**src/rtl/pc_branch_unit.sv**
```systemverilog
// ============================================================================
// pc_branch_unit : NZCV flags, condition evaluation, next-PC select, branch stats
// Revision: 1.0
// ============================================================================
`default_nettype none

module pc_branch_unit #(
    parameter int                ADDR_W   = 32,
    parameter int                OFF_W    = 24,
    parameter logic [ADDR_W-1:0] RESET_PC = '0,
    parameter int                CNT_W    = 16
) (
    input  logic              CLK,
    input  logic              RST,
    input  logic              STALL,
    input  logic [3:0]        NZCVWRITE,
    input  logic [3:0]        ALU_NZCV,
    input  logic [3:0]        COND,
    input  logic              C_BRANCH,
    input  logic              R_BRANCH,
    input  logic [OFF_W-1:0]  BR_OFFSET,
    input  logic [ADDR_W-1:0] RB_TARGET,
    output logic [ADDR_W-1:0] PC,
    output logic [3:0]        NZCV,
    output logic              TAKEN,
    output logic [CNT_W-1:0]  BR_CNT,
    output logic [CNT_W-1:0]  TAKEN_CNT
);

    logic [ADDR_W-1:0] pc_q, pc_d;
    logic [3:0]        nzcv_q, nzcv_d;
    logic              taken_q, taken_d;
    logic [CNT_W-1:0]  br_cnt_q, br_cnt_d;
    logic [CNT_W-1:0]  tk_cnt_q, tk_cnt_d;

    logic              w_n, w_z, w_c, w_v;
    logic              w_cond_true;
    logic              w_is_branch;
    logic [ADDR_W-1:0] w_offset;

    assign {w_n, w_z, w_c, w_v} = nzcv_q;

    // Conditions only ever see the registered flags; same-cycle ALU flags are not forwarded.
    always_comb begin
        w_cond_true = 1'b0;
        case (COND)
            4'd0:    w_cond_true = w_z;
            4'd1:    w_cond_true = !w_z;
            4'd2:    w_cond_true = w_c;
            4'd3:    w_cond_true = !w_c;
            4'd4:    w_cond_true = w_n;
            4'd5:    w_cond_true = !w_n;
            4'd6:    w_cond_true = w_v;
            4'd7:    w_cond_true = !w_v;
            4'd8:    w_cond_true = w_c && !w_z;
            4'd9:    w_cond_true = !w_c || w_z;
            4'd10:   w_cond_true = (w_n == w_v);
            4'd11:   w_cond_true = (w_n != w_v);
            4'd12:   w_cond_true = !w_z && (w_n == w_v);
            4'd13:   w_cond_true = w_z || (w_n != w_v);
            4'd14:   w_cond_true = 1'b1;
            default: w_cond_true = 1'b0;
        endcase
    end

    assign w_offset    = {{(ADDR_W-OFF_W){BR_OFFSET[OFF_W-1]}}, BR_OFFSET} << 2;
    assign w_is_branch = C_BRANCH || R_BRANCH;

    always_comb begin
        pc_d     = pc_q + ADDR_W'(4);
        taken_d  = 1'b0;
        if (R_BRANCH) begin
            pc_d    = {RB_TARGET[ADDR_W-1:1], 1'b0};
            taken_d = 1'b1;
        end else if (C_BRANCH && w_cond_true) begin
            pc_d    = pc_q + w_offset;
            taken_d = 1'b1;
        end

        nzcv_d = (nzcv_q & ~NZCVWRITE) | (ALU_NZCV & NZCVWRITE);

        br_cnt_d = br_cnt_q;
        if (w_is_branch && (br_cnt_q != {CNT_W{1'b1}}))
            br_cnt_d = br_cnt_q + CNT_W'(1);

        tk_cnt_d = tk_cnt_q;
        if (taken_d && (tk_cnt_q != {CNT_W{1'b1}}))
            tk_cnt_d = tk_cnt_q + CNT_W'(1);
    end

    always_ff @(posedge CLK) begin
        if (RST) begin
            pc_q     <= RESET_PC;
            nzcv_q   <= 4'b0000;
            taken_q  <= 1'b0;
            br_cnt_q <= '0;
            tk_cnt_q <= '0;
        end else if (STALL) begin
            taken_q  <= 1'b0;
        end else begin
            pc_q     <= pc_d;
            nzcv_q   <= nzcv_d;
            taken_q  <= taken_d;
            br_cnt_q <= br_cnt_d;
            tk_cnt_q <= tk_cnt_d;
        end
    end

    assign PC        = pc_q;
    assign NZCV      = nzcv_q;
    assign TAKEN     = taken_q;
    assign BR_CNT    = br_cnt_q;
    assign TAKEN_CNT = tk_cnt_q;

endmodule

`default_nettype wire

```
**config.mk**
```make
export PLATFORM = sky130hd
export DESIGN_NAME = pc_branch_unit
export DESIGN_NICKNAME = d
export VERILOG_FILES = /design/src/rtl/pc_branch_unit.sv
export SDC_FILE = /design/constraint.sdc
export NUM_CORES = 1
export LEC_CHECK = 0
export ABC_AREA = 1
export CAP_MARGIN = 20
export CELL_PAD_IN_SITES_DETAIL_PLACEMENT = 2
export CELL_PAD_IN_SITES_GLOBAL_PLACEMENT = 2
export CORE_MARGIN = 4
export CORE_UTILIZATION = 27
export DETAILED_ROUTE_END_ITERATION = 7
export PLACE_DENSITY_LB_ADDON = 0.1
export SKIP_LAST_GASP = 1
export SLEW_MARGIN = 20
export SYNTH_ARGS = -nofsm -noshare
export SYNTH_HDL_FRONTEND = slang
export SYNTH_SLANG_ARGS = --single-unit
```
**constraint.sdc**
```tcl
create_clock -name CLK -period 11.49 [get_ports CLK]
set_input_delay 3.447 -clock CLK [delete_from_list [all_inputs] [get_ports CLK]]
set_output_delay 3.447 -clock CLK [all_outputs]
set_load 0.005 [all_outputs]
```
# Word-level counts from Yosys, hierarchy flattened
# Cells that the tools add are included.
# classes
n_eq_ne	18
n_bitwise	5
add_sub_neg	4
reduce_logical	16
mux	5
# op_table
op	n
$mux 32	2
$add 16x1->16 const B	2
$add 32x3->32 const B	1
$add 32x32->32	1
$ne 16x16->1 const B	2
$eq 4x4->1 const B	7
$eq 4x3->1 const B	4
$pmux 1 s15	1
$and 4x4->4	2
$eq 4x2->1 const B	2
$logic_and 1x1->1	5
$eq 4x1->1 const B	1
$logic_not 1->1	4
$logic_not 4->1	1
$not 4->4	1
$or 4x4->4	1
$reduce_and 2->1	2
$logic_or 1x1->1	3
$mux 1	2
$reduce_or 2->1	1
$eq 1x1->1	1
$ne 1x1->1	1
$not 1->1	1
# word_totals
out_inout_bits	69
input_bits	73
reg_bits	69
word_cells	53

# Logic depth before layout (Yosys ltp)
# Gate-level depths: netlist (run 1).
# logic_depth
ltp_word	8
ltp_mapped	26
mapped_depth_nobuf	25

# Worst setup path after synthesis (run 1)
# OpenSTA, ideal clock, no wires.
# synth_timing
kind	input-to-reg
start	input port COND[3]
end	register pc_q[18] (netlist: PC[18])
n_path_buf	0
arrival_ps	5922
path_slack_ps	5449
setup_time_ps	119
stages	23
path_cell_list	nor2_1 > nand2_1 > nand2_1 > inv_1 > nand2_1 > nand2_1 > nand2_1 > nor2_1 > nand2_2 > nand2_4 > or2_2 > ha_1 > fa_1 > nand2_1 > nand2_1 > o21ai_1 > inv_1 > a21oi_1 > o21ai_1 > nand2_1 > nand3_1 > a21oi_1 > o21ai_1
# synth_via
elab_chain_cells	5
word_cells_on_any_way	19
cone_classes	eq/ne (14); mux (3); reduce/logical (2)
# synth_lines
element	line	rtl
start, declared	18	input logic [3:0] COND,
$eq 4x4->1, or another cell as far along	46	case (COND)
$pmux 1 s15 (*)	46	
$logic_and 1x1->1 (*)	75	end else if (C_BRANCH && w_cond_true) begin
$mux 32 (*)	75	
$mux 32 (*)	72	if (R_BRANCH) begin
end signal, assigned	101	pc_q <= pc_d;
end, declared	30	logic [ADDR_W-1:0] pc_q, pc_d;
# Every way passes the cells marked *; elsewhere a longest branch is shown, timed or not.
# A chain may end at the register's enable or synchronous reset.

# Final worst setup path (run 1)
# Ends and elaborated chain as after synthesis.

==> reports/metrics.yaml, run 1 <==
outcome:
  status: "finished, final reports clean"
power_and_ir_drop:
  powerDensity_nw_per_um2: 95.77
  internal_power_mw: 0.4712
  p_leak_nw: 3.074
  switching_share_pct: 32.28
  p_switching_mw: 0.2247
  clock_power_share_pct: 38.6
  ir_drop_v: 0.00006437
  pwr-share-comb_pct: 24.3
  seq_power_share_pct: 37.1
hold_path:
  hp-class: "flip-flop to flip-flop"
yosys:
  synth_cells: 863
  synthesis.area_per_instance_um2: 6.201
  synth_seq_area_share_pct: 25.44
  synth-main-ff-cell: "dfxtp_1"
  netlist_area_um2: 5351
  yosys_warnings: 0
  yosys_register_bits: 68
  yosys.cell_types.count: 42
  syn-num-nets: 968
  async_flop_share_pct: 0
  synth-edff-count: 0
timing:
  fmax_ghz: 0.1397
  period_needed_ns: 7.158
  fin_setup_tns_ns: 0
  hold_viol: 0
  setup_slack_ns: 4.332
  slew_headroom_pct: 35.99
  fin_crit_sh_pct: 62.29
  rsz0062_at_grt: "false"
  finClkSkew_ns: 0.01213
  worstMarginPinSlew_ns: 0.9572
  finalSetupViolCount: 0
  drv_slew: 0
grt:
  antenna_found_initial: 2
  grt_usage_pct: 19.56
  grt_pass1_wl_um: 35010
  grt_pass1_vias: 6851
  grt-ovfl-total: 0
  grt_max_degree: 31
routing:
  dr_wl_met3_um: 840
  vias: 6115
  wl_met2_um: 10900
  drt_pre_antenna_iters: 4
  drt-met1-wl_um: 9184
  ant_nets: 0
  drt-initial-drc-count: 130
  wl_per_cell_um: 16.81
  wl_um: 21270
  vias_per_cell: 4.834
  drc_errors: 0
  dr.max_layer_used: "met5"
floorplan:
  ios: 142
  die_y_um: 148.8
  die_area_um2: 22140
  core_area_um2: 19460
  initial_core_util_pct: 27.50
  die_w_um: 148.8
  num_rows: 51
clocking:
  clock_latency_ns: 0.35
  cts_root_buf: "clkbuf_16"
  cts.clk_slew.worst_paths_ns: 0.06
  cts_hold_repair.buffers: 0
  cts-buffers-inserted: 9
  cts_repair_resize_count: 0
  tritoncts: "yes"
  clockBufferDepth: 2
  cts_setup_buffers: 0
  htree_levels: 3
  clkSinkCount: 68
cells_and_area:
  drive_above_1_share_pct: 5.200
  layout.nets: 1100
  postLayoutCellArea_um2: 7266
  area_delta_synth_final_pct: 35.77
  num_antenna_cells: 0
setup_path:
  reg2reg_slack_ns: 7.63
  critPathMaxFanout: 25
  critical_path_arrival_ns: 7.39
  cp.required_ns: 11.72
  crit_type: "primary input to flip-flop"
  start_kind: "primary input"
  endpoint_kind: "flip-flop"
placement:
  dp_hpwl_um: 16860
  dp_worst_setup_slack_ns: 3.970
  place.gp.congestion: 0.8136
  io_buffers: 139
  place_area_um2: 6995
job:
  maxCapViolCount: 0
## worst max-delay path: stages
cell,delay [ns]
clkdlybuf4s50_1,0.56
inv_1,0.08
nor2_1,0.14
nand3_1,0.09
nand2_1,0.08
nand2_1,0.05
nand2_1,0.06
nor2_1,0.06
nand2_2,0.13
nand2_4,0.20
or2_2,0.36
ha_1,0.22
fa_1,0.42
nand2_1,0.10
nand2_1,0.07
o21ai_1,0.18
inv_1,0.10
a21oi_1,0.37
o21ai_1,0.19
nand2_1,0.12
nand3_1,0.08
a21oi_1,0.17
o21ai_1,0.09
## path summary, 6_finish.rpt
| path | startpoint | depth (start not counted) | endpoint |
|---|---|---|---|
| worst min-delay path | PC[30] | 2 | PC[30] |
| worst max-delay path | COND[3] | 23 | PC[18] |
| worst max register to register | NZCV[0] | 22 | PC[18] |
| worst min register to register | PC[30] | 2 | PC[30] |
## metrics by stage
step | cells | power (mW) | util [%] | hold slack, ns
floorplan | 863 | 0.3541 | - | 0.4636
global placement | 1249 | 0.4305 | 35.94 | 0.4671
detailed placement | 1249 | 0.4355 | 35.94 | 0.4731
CTS | 1265 | 0.7113 | 37.33 | 0.4870
global route | 1265 | 0.7396 | 37.33 | 0.5144
finish | 1265 | 0.6959 | 37.33 | 0.4795
## layer usage
layer	vias up	global-route usage, %
met5	-	0
met4	4	4.439
met3	23	4.041
met2	92	36.21
met1	2941	23.19
li1	3055	-
## flip-flops by register name, indices dropped and copies added, names as in the netlist
name and count:
BR_CNT 16, TAKEN 1, PC 31, NZCV 4
TAKEN_CNT 16
## logic make-up (layout without fill, tap and decap cells)
family | count (synthesis) | count (layout) | share of synthesized area, %
AO/OA/AOI/OAI | 174 | 174 | 18.35
XOR/XNOR | 30 | 30 | 4.910
adder cells (fa/ha/maj) | 32 | 32 | 7.622
buffers and inverters | 138 | 275 | 10.26
flip-flops | 68 | 68 | 25.44
other | 1 | 1 | 0.07008
AND/OR/NAND/NOR | 420 | 420 | 33.34
## synthesized netlist by cell type, types with 2 or more instances
cell type,number,share of area (%)
buf_2,5,0.47
nand4_1,15,1.8
inv_1,109,7.6
a31oi_1,4,0.47
clkinv_1,2,0.14
nor2_1,125,8.8
xnor2_1,10,1.6
o21ai_1,10,0.94
nand2_2,11,1.3
xor2_1,20,3.3
inv_2,4,0.28
o21ai_0,65,6.1
nor4_1,2,0.23
nand2_4,2,0.42
o211ai_1,6,0.84
o21bai_1,5,0.70
nor3_1,22,2.1
a21oi_2,11,1.8
a21oi_1,59,5.5
clkbuf_1,13,0.91
o21a_1,6,0.84
ha_1,31,7.2
nor3b_1,2,0.28
nand3_1,39,3.6
a21o_1,4,0.56
dfxtp_1,68,25
nand2_1,198,14
## cell type report
| class | instances | area [um2] |
|---|---|---|
| Inverter | 116 | 437.9 |
| Timing Repair Buffer | 143 | 1421 |
| Sequential cell | 68 | 1361 |
| Multi-Input combinational cell | 657 | 3443 |
| Tap cell | 265 | 331.6 |
| Clock buffer | 11 | 232.7 |
| Clock inverter | 5 | 37.54 |
| Fill cell | 2406 | 12200 |
## cells in the final DEF (no fill, tap or decap), types with 15 or more instances in the layout
| master | netlist | final |
|---|---|---|
| nor3_1 | 22 | 22 |
| a21oi_1 | 59 | 59 |
| clkdlybuf4s50_1 | 0 | 139 |
| nand4_1 | 15 | 15 |
| ha_1 | 31 | 31 |
| nand2_1 | 198 | 198 |
| nor2_1 | 125 | 124 |
| o21ai_0 | 65 | 65 |
| xor2_1 | 20 | 20 |
| nand3_1 | 39 | 39 |
| inv_1 | 109 | 109 |
| dfxtp_1 | 68 | 68 |
## power by group through the flow
stage               Clock, mW  Sequential (mW)  Combinational (mW)
detailed placement          0            0.263               0.172
finish                  0.269            0.258               0.169
floorplan                   0            0.262              0.0924
CTS                     0.280            0.258               0.173
global route            0.288            0.260               0.192
global placement            0            0.263               0.167
Power figures use the tool's default switching activity.
==> run 2: changes to the inputs <==
Settings changed: CORE_UTILIZATION 27 to 25.
Clock period 11.49 ns to 6.8 ns, I/O delays scaled along.
==> run 2 against run 1 <==
  * Via count fell by 1.1%
  * Hold slack improved by 0.0018 ns
  * Sequential share of layout area fell by 0.25 points
  * Critical path type unchanged
  * Critical endpoint unchanged
  * Largest power group unchanged
==> reports/metrics.yaml, run 2 (same netlist as run 1, synthesis figures left out) <==
placement:
  place_area_um2: 7023  # +0.39%
  dp_worst_setup_slack_ns: 0.9544  # -3.016 ns
  place.gp.congestion: 0.7851  # -3.5%
  io_buffers: 139  # unchanged
  dp_hpwl_um: 16690  # -0.99%
  dpl.cell_count: 1261  # +0.96%
cells_and_area:
  num_antenna_cells: 0  # unchanged
  postLayoutCellArea_um2: 7365  # +1.4%
  drive_above_1_share_pct: 5.489  # +0.29 points
  fillCellCount: 2577  # +7.1%
  multi_input_area_um2: 3443  # unchanged
  layout.nets: 1102  # +0.18%
  utilization_pct: 35.03  # -2.3 points
  register_area_um2: 1361  # unchanged
  final_cell_mix: "nand2_1, clkdlybuf4s50_1, nor2_1"
  final_cells: 1277  # +0.95%
  layout_commonest_cell: "nand2_1"
  area_delta_synth_final_pct: 37.62
  largest_reg_flops: 31  # unchanged
job:
  maxCapViolCount: 0  # unchanged
floorplan:
  die_w_um: 154.3  # +3.7%
  core_area_um2: 21020  # +8.0%
  die_y_um: 154.3  # +3.7%
  initial_core_util_pct: 25.46  # -2.0 points
  die_area_um2: 23810  # +7.6%
  num_rows: 53  # +3.9%
  ios: 142  # unchanged
clocking:
  cts_setup_buffers: 0  # unchanged
  cts.clk_slew.worst_paths_ns: 0.06  # about the same
  cts_repair_resize_count: 0  # unchanged
  clkSinkCount: 68  # unchanged
  clock_latency_ns: 0.35  # about the same
  htree_levels: 3  # unchanged
  cts-buffers-inserted: 9  # unchanged
  tritoncts: "yes"
  clockBufferDepth: 2  # unchanged
  cts_root_buf: "clkbuf_16"
  cts_hold_repair.buffers: 0  # unchanged
setup_path:
  critPathMaxFanout: 5  # -80%
  crit_family: "simple AND/OR/NAND/NOR gates"
  crit_chain: "clkdlybuf4s50_1, nor2_1, nand2_1, nand2_1, inv_1, nand2_1, nand2_1, nand2_1, nor2_1, nand2_2, nand2_4, or2_2, ha_1, fa_1, nand2_1, nand2_1, o21ai_1, inv_1, a21oi_1, o21ai_1, nand2_1, nand3_1, a21oi_1, o21ai_1"
  crit_path_max_incr_delay_ns: 0.50  # -0.06 ns
  endpoint_kind: "flip-flop"
  crit_type: "primary input to flip-flop"
  start_kind: "primary input"
  timing.critical_path.mode_cell: "nand2_1"
  critical_path_arrival_ns: 5.61  # -1.78 ns
  cp.required_ns: 7.03  # -4.69 ns
  cp_num_buf_inv: 3  # unchanged
  critical_path.slowest_cell: "clkdlybuf4s50_1"
routing:
  drt-initial-drc-count: 140  # +7.7%
  wl_um: 21060  # -0.97%
  drt_pre_antenna_iters: 4  # unchanged
  vias: 6048  # -1.1%
  vias_per_cell: 4.736  # -2.0%
  ant_nets: 0  # unchanged
  drc_errors: 0  # unchanged
  wl_per_cell_um: 16.49  # -1.9%
timing:
  worstMarginPinSlew_ns: 0.8960  # -0.06115 ns
  hold_viol: 0  # unchanged
  rsz0062_at_grt: "false"
  fin_hold_ws_ns: 0.4813  # +0.001755 ns
  finClkSkew_ns: 0.01178  # -0.0003462 ns
  fmax_ghz: 0.1858
  finalSetupViolCount: 0  # unchanged
  period_needed_ns: 5.382
  drv_slew: 0  # unchanged
  slew_headroom_pct: 40.08  # +4.1 points
  setup_slack_ns: 1.418  # -2.914 ns
  fin_setup_tns_ns: 0  # unchanged
  fin_crit_sh_pct: 79.15
grt:
  grt_max_degree: 28  # -9.7%
  grt_usage_pct: 17.90  # -1.7 points
  grt-ovfl-total: 0  # unchanged
  antenna_found_initial: 0  # -2
  grt_pass1_vias: 6692  # -2.3%
  grt_pass1_wl_um: 34690  # -0.93%
outcome:
  status: "finished, final reports clean"
hold_path:
  hp-class: "flip-flop to flip-flop"
power_and_ir_drop:
  p_leak_nw: 3.123  # +1.6%
  ir_drop_v: 0.0001075  # +67%
  powerDensity_nw_per_um2: 174.4  # +82%
  finalPower_mw: 1.284  # +85%
[run 2: cell types whose count changed in the layout (fill, tap and decap cells not counted)]
cell and delta:
clkinv_4 +1, inv_6 -1, clkbuf_1 -1, clkinvlp_4 -2, buf_4 +2, bufinv_16 +3
[run 2: final timing paths]
path | slack, ns | depth (start not counted) | from | end
hold / removal | 0.48 | 2 | BR_CNT[14] | BR_CNT[14]
setup reg to reg | 3.24 | 22 | NZCV[3] | PC[19]
hold reg to reg | 0.48 | 2 | BR_CNT[14] | BR_CNT[14]
setup / recovery | 1.42 | 24 | COND[3] | PC[18]
[run 2: power by group]
group / switching (mW) / internal (mW)
Combinational: 0.155 / 0.131
Sequential: 0.0190 / 0.417
Clock: 0.202 / 0.360
[run 2: layout make-up]
class | instances | area share, %
Clock buffer | 10 | 3.109
Clock inverter | 6 | 1.529
Inverter | 116 | 5.946
Multi-Input combinational cell | 657 | 46.75
Sequential cell | 68 | 18.48
Tap cell | 275 | 4.672
Timing Repair Buffer | 145 | 19.50
[run 2: routing by layer]
| metal | vias up | GRT usage, % | wire length [um] |
|---|---|---|---|
| met5 | - | 0 | 0 |
| met4 | 0 | 3.827 | 247 |
| met3 | 16 | 5.260 | 1263 |
| met2 | 102 | 31.41 | 10240 |
| met1 | 2875 | 21.71 | 9310 |
| li1 | 3055 | - | - |
[run 2: worst register-to-register path, stage by stage (launching register included)]
cell and delay [ns]:
dfxtp_1 0.40, inv_1 0.11, nand2_1 0.11, nand2_1 0.06, nand2_1 0.05, nand2_1 0.06, nand2_1 0.05, nand2_1 0.05
nor2_1 0.11, nand2_2 0.11, nand2_4 0.07, buf_4 0.31, nor2_1 0.08, ha_1 0.34, nand2_1 0.07, o21ai_1 0.24
a21boi_1 0.19, o21ai_1 0.45, nand2_1 0.14, nand2_1 0.14, xor2_1 0.08, o21ai_1 0.14, nand2_1 0.07
==> run 3: changes to the inputs <==
Settings changed: CORE_UTILIZATION 25 to 23.
Clock period 6.8 ns to 4.5 ns, I/O delays scaled along.
==> run 3 against run 2 <==
  * Via count up 6.0%
  * Clock-buffer cell count down 1
  * Flip-flop and latch count unchanged
  * Final area up 11%
  * Worst setup slack worse by 0.99 ns
  * Clock skew down 0.0029 ns
  * First-iteration DRC count down 20%
  * Combinational power up 83%
  * Core utilization up 0.91 points
  * Register-to-register slack worse by 2.0 ns
  * Final cell count up 10%
  * Clock power up 28%
  * Critical path type unchanged
  * Largest cell class unchanged
  * Largest power group unchanged
==> reports/metrics.yaml, run 3 (same netlist as run 1, synthesis figures left out) <==
outcome:
  status: "finished, final reports clean"
routing:
  vias: 6413  # +6.0%
  wl_per_cell_um: 16.10  # -2.4%
  ant_nets: 0  # unchanged
  drt_pre_antenna_iters: 4  # unchanged
  vias_per_cell: 4.551  # -3.9%
  drc_errors: 0  # unchanged
  drt-initial-drc-count: 112  # -20%
  wl_um: 22690  # +7.7%
grt:
  grt_usage_pct: 17.77  # -0.12 points
  grt_pass1_wl_um: 37090  # +6.9%
  grt-ovfl-total: 0  # unchanged
  grt_max_degree: 34  # +21%
  antenna_found_initial: 1  # +1
  grt_pass1_vias: 7185  # +7.4%
clocking:
  clock_latency_ns: 0.35  # about the same
  cts.clk_slew.worst_paths_ns: 0.07  # about the same
  cts_root_buf: "clkbuf_16"
  tritoncts: "yes"
  clockBufferDepth: 2  # unchanged
  cts-buffers-inserted: 9  # unchanged
  clkSinkCount: 68  # unchanged
  htree_levels: 3  # unchanged
power_and_ir_drop:
  powerDensity_nw_per_um2: 232.3  # +33%
  ir_drop_v: 0.0001689  # +57%
  clock_power_share_pct: 37.9  # -5.8 points
  seq_power_share_pct: 34.6  # +0.6 points
  p_leak_nw: 3.611  # +16%
  internal_power_mw: 1.275  # +41%
  p_switching_mw: 0.6269  # +66%
  pwr-share-comb_pct: 27.4  # +5.1 points
  switching_share_pct: 32.95  # +3.6 points
floorplan:
  num_rows: 55  # +3.8%
  initial_core_util_pct: 23.49  # -2.0 points
  die_y_um: 160.5  # +4.0%
  core_area_um2: 22780  # +8.4%
  die_area_um2: 25770  # +8.2%
  die_w_um: 160.5  # +4.0%
  ios: 142  # unchanged
hold_path:
  hold_path_end: "PC[12]"
  hp-class: "flip-flop to flip-flop"
  worstHoldStart: "PC[12]"
  hold_depth: 2  # unchanged
setup_path:
  reg2reg_depth: 24  # +9.1%
  critPathMaxFanout: 4  # -1
  cp_num_buf_inv: 3  # unchanged
  critical_path.reg2reg.startpoint: "NZCV[3]"
  r2r-end: "PC[17]"
  critical_path_arrival_ns: 4.31  # -1.30 ns
  crit_type: "primary input to flip-flop"
  cp.required_ns: 4.75  # -2.28 ns
  reg2reg_slack_ns: 1.25  # -1.99 ns
  start_kind: "primary input"
  endpoint_kind: "flip-flop"
  crit_path_max_incr_delay_ns: 0.39  # -0.11 ns
  critical_path.slowest_cell: "fa_1"
  crit_family: "simple AND/OR/NAND/NOR gates"
  crit_chain: "dlymetal6s2s_1, buf_4, nor2_1, nand2_1, nand2_1, nand2_1, nand2_1, nor2_2, nand2_2, nand2_4, or2_2, ha_1, fa_1, nand2_1, nand2_1, o21ai_2, o21ai_1, buf_4, nand4_1, nand3_1, xor2_1, o21ai_0, nand2_1"
  timing.critical_path.mode_cell: "nand2_1"
cells_and_area:
  drive_above_1_share_pct: 16.15  # +11 points
  area_delta_synth_final_pct: 53.00
  layout.nets: 1196  # +8.5%
  largest_reg_flops: 31  # unchanged
  postLayoutCellArea_um2: 8188  # +11%
  num_antenna_cells: 0  # unchanged
  final_cell_mix: "nand2_1, clkdlybuf4s50_1, nor2_1"
  layout_commonest_cell: "nand2_1"
placement:
  place_area_um2: 7781  # +11%
  dp_worst_setup_slack_ns: -0.5553  # -1.510 ns
  place.gp.congestion: 0.8443  # +7.5%
  dp_hpwl_um: 18290  # +9.6%
  io_buffers: 139  # unchanged
timing:
  finalSetupViolCount: 0  # unchanged
  fmax_ghz: 0.2458
  drv_slew: 0  # unchanged
  rsz0062_at_grt: "false"
  worstMarginPinSlew_ns: 0.7239  # -0.1722 ns
  slew_headroom_pct: 51.69  # +12 points
  finClkSkew_ns: 0.008879  # -0.002905 ns
  period_needed_ns: 4.068
  fin_crit_sh_pct: 90.41
  setup_slack_ns: 0.4318  # -0.9863 ns
  hold_viol: 0  # unchanged
job:
  maxCapViolCount: 0  # unchanged
-- run 3: changes by cell type in the layout (fill, tap and decap cells not counted), moves of 3 or more --
cell / before / now
buf_4: 6 / 98
a21oi_1: 59 / 48
a21oi_2: 11 / 21
nor2_1: 124 / 118
nor2_2: 1 / 7
o21ai_0: 65 / 59
clkdlybuf4s50_1: 139 / 135
dlymetal6s2s_1: 0 / 4
bufinv_16: 3 / 0
inv_6: 0 / 3
o21ai_1: 10 / 13
o21ai_2: 1 / 4
-- run 3: worst max-delay path by stage --
| stage | startpoint | endpoint | slack [ns] | depth (start not counted) |
|---|---|---|---|---|
| 2_1_floorplan | COND[3] | PC[18] | 0.56 | 23 |
| 5_1_grt | COND[3] | PC[11] | 0.17 | 24 |
| 3_5_place_dp | COND[3] | PC[26] | -0.56 | 24 |
| 4_1_cts | COND[2] | PC[11] | 0.02 | 26 |
| 3_3_place_gp | COND[3] | PC[26] | -0.51 | 24 |
| 6_report | COND[3] | PC[24] | 0.43 | 23 |
-- run 3: layer usage --
metal | global-route usage [%] | up-vias | part of all wire (%)
li1 | - | 3251 | -
met1 | 20.33 | 3054 | 43
met2 | 33.67 | 90 | 52
met3 | 4.157 | 16 | 4.3
met4 | 3.402 | 2 | 0.95
met5 | 0 | - | 0.057
-- run 3: metrics by stage --
step	util (%)	hold slack, ns	setup TNS (ns)	instances	power, mW
final	35.95	0.4821	0	1409	1.902
after global routing	35.95	0.5091	0	1409	2.023
after CTS	35.62	0.4858	0	1408	1.942
after detailed placement	34.16	0.4750	-9.191	1392	1.193
after global placement	34.16	0.4673	-7.974	1392	1.182
after floorplan	-	0.4636	0	863	0.9041
-- run 3: repair_timing --
item,4_1_cts,5_1_grt
gates resized for setup,14,27
buffers inserted,0,1
setup endpoints to repair,17,22
gates cloned,0,0
pin swaps,1,5
endpoints found under the hold margin,0,0
hold buffers,0,0
-- run 3: cell type report --
cell class                      instances  area, um2
Fill cell                            2758      14590
Multi-Input combinational cell        657       3541
Timing Repair Buffer                  239       2172
Sequential cell                        68       1361
Inverter                              116      437.9
Tap cell                              313      391.6
Clock buffer                            9      225.2
Clock inverter                          7      58.81
-- run 3: worst register-to-register path: stages (launching register included) --
cell     delay [ns]
dfxtp_1        0.39
inv_1          0.10
nand2_1        0.11
nand2_1        0.06
nand2_1        0.05
nand2_1        0.06
nand2_1        0.06
nand2_1        0.06
nor2_2         0.10
nand2_2        0.10
nand2_4        0.07
buf_4          0.14
buf_8          0.16
nor2_1         0.06
ha_1           0.33
a21oi_2        0.18
buf_4          0.12
o21a_1         0.10
nand2_1        0.11
buf_4          0.17
a31oi_1        0.26
xor2_1         0.18
nand2_1        0.07
nand2_1        0.08
nand2_1        0.05
-- run 3: power groups by stage --
stage	Combinational, mW	Clock, mW	Sequential [mW]
final	0.522	0.722	0.659
after floorplan	0.236	0	0.668
after detailed placement	0.520	0	0.673
after global placement	0.510	0	0.672
after global routing	0.585	0.774	0.664
after CTS	0.527	0.756	0.659
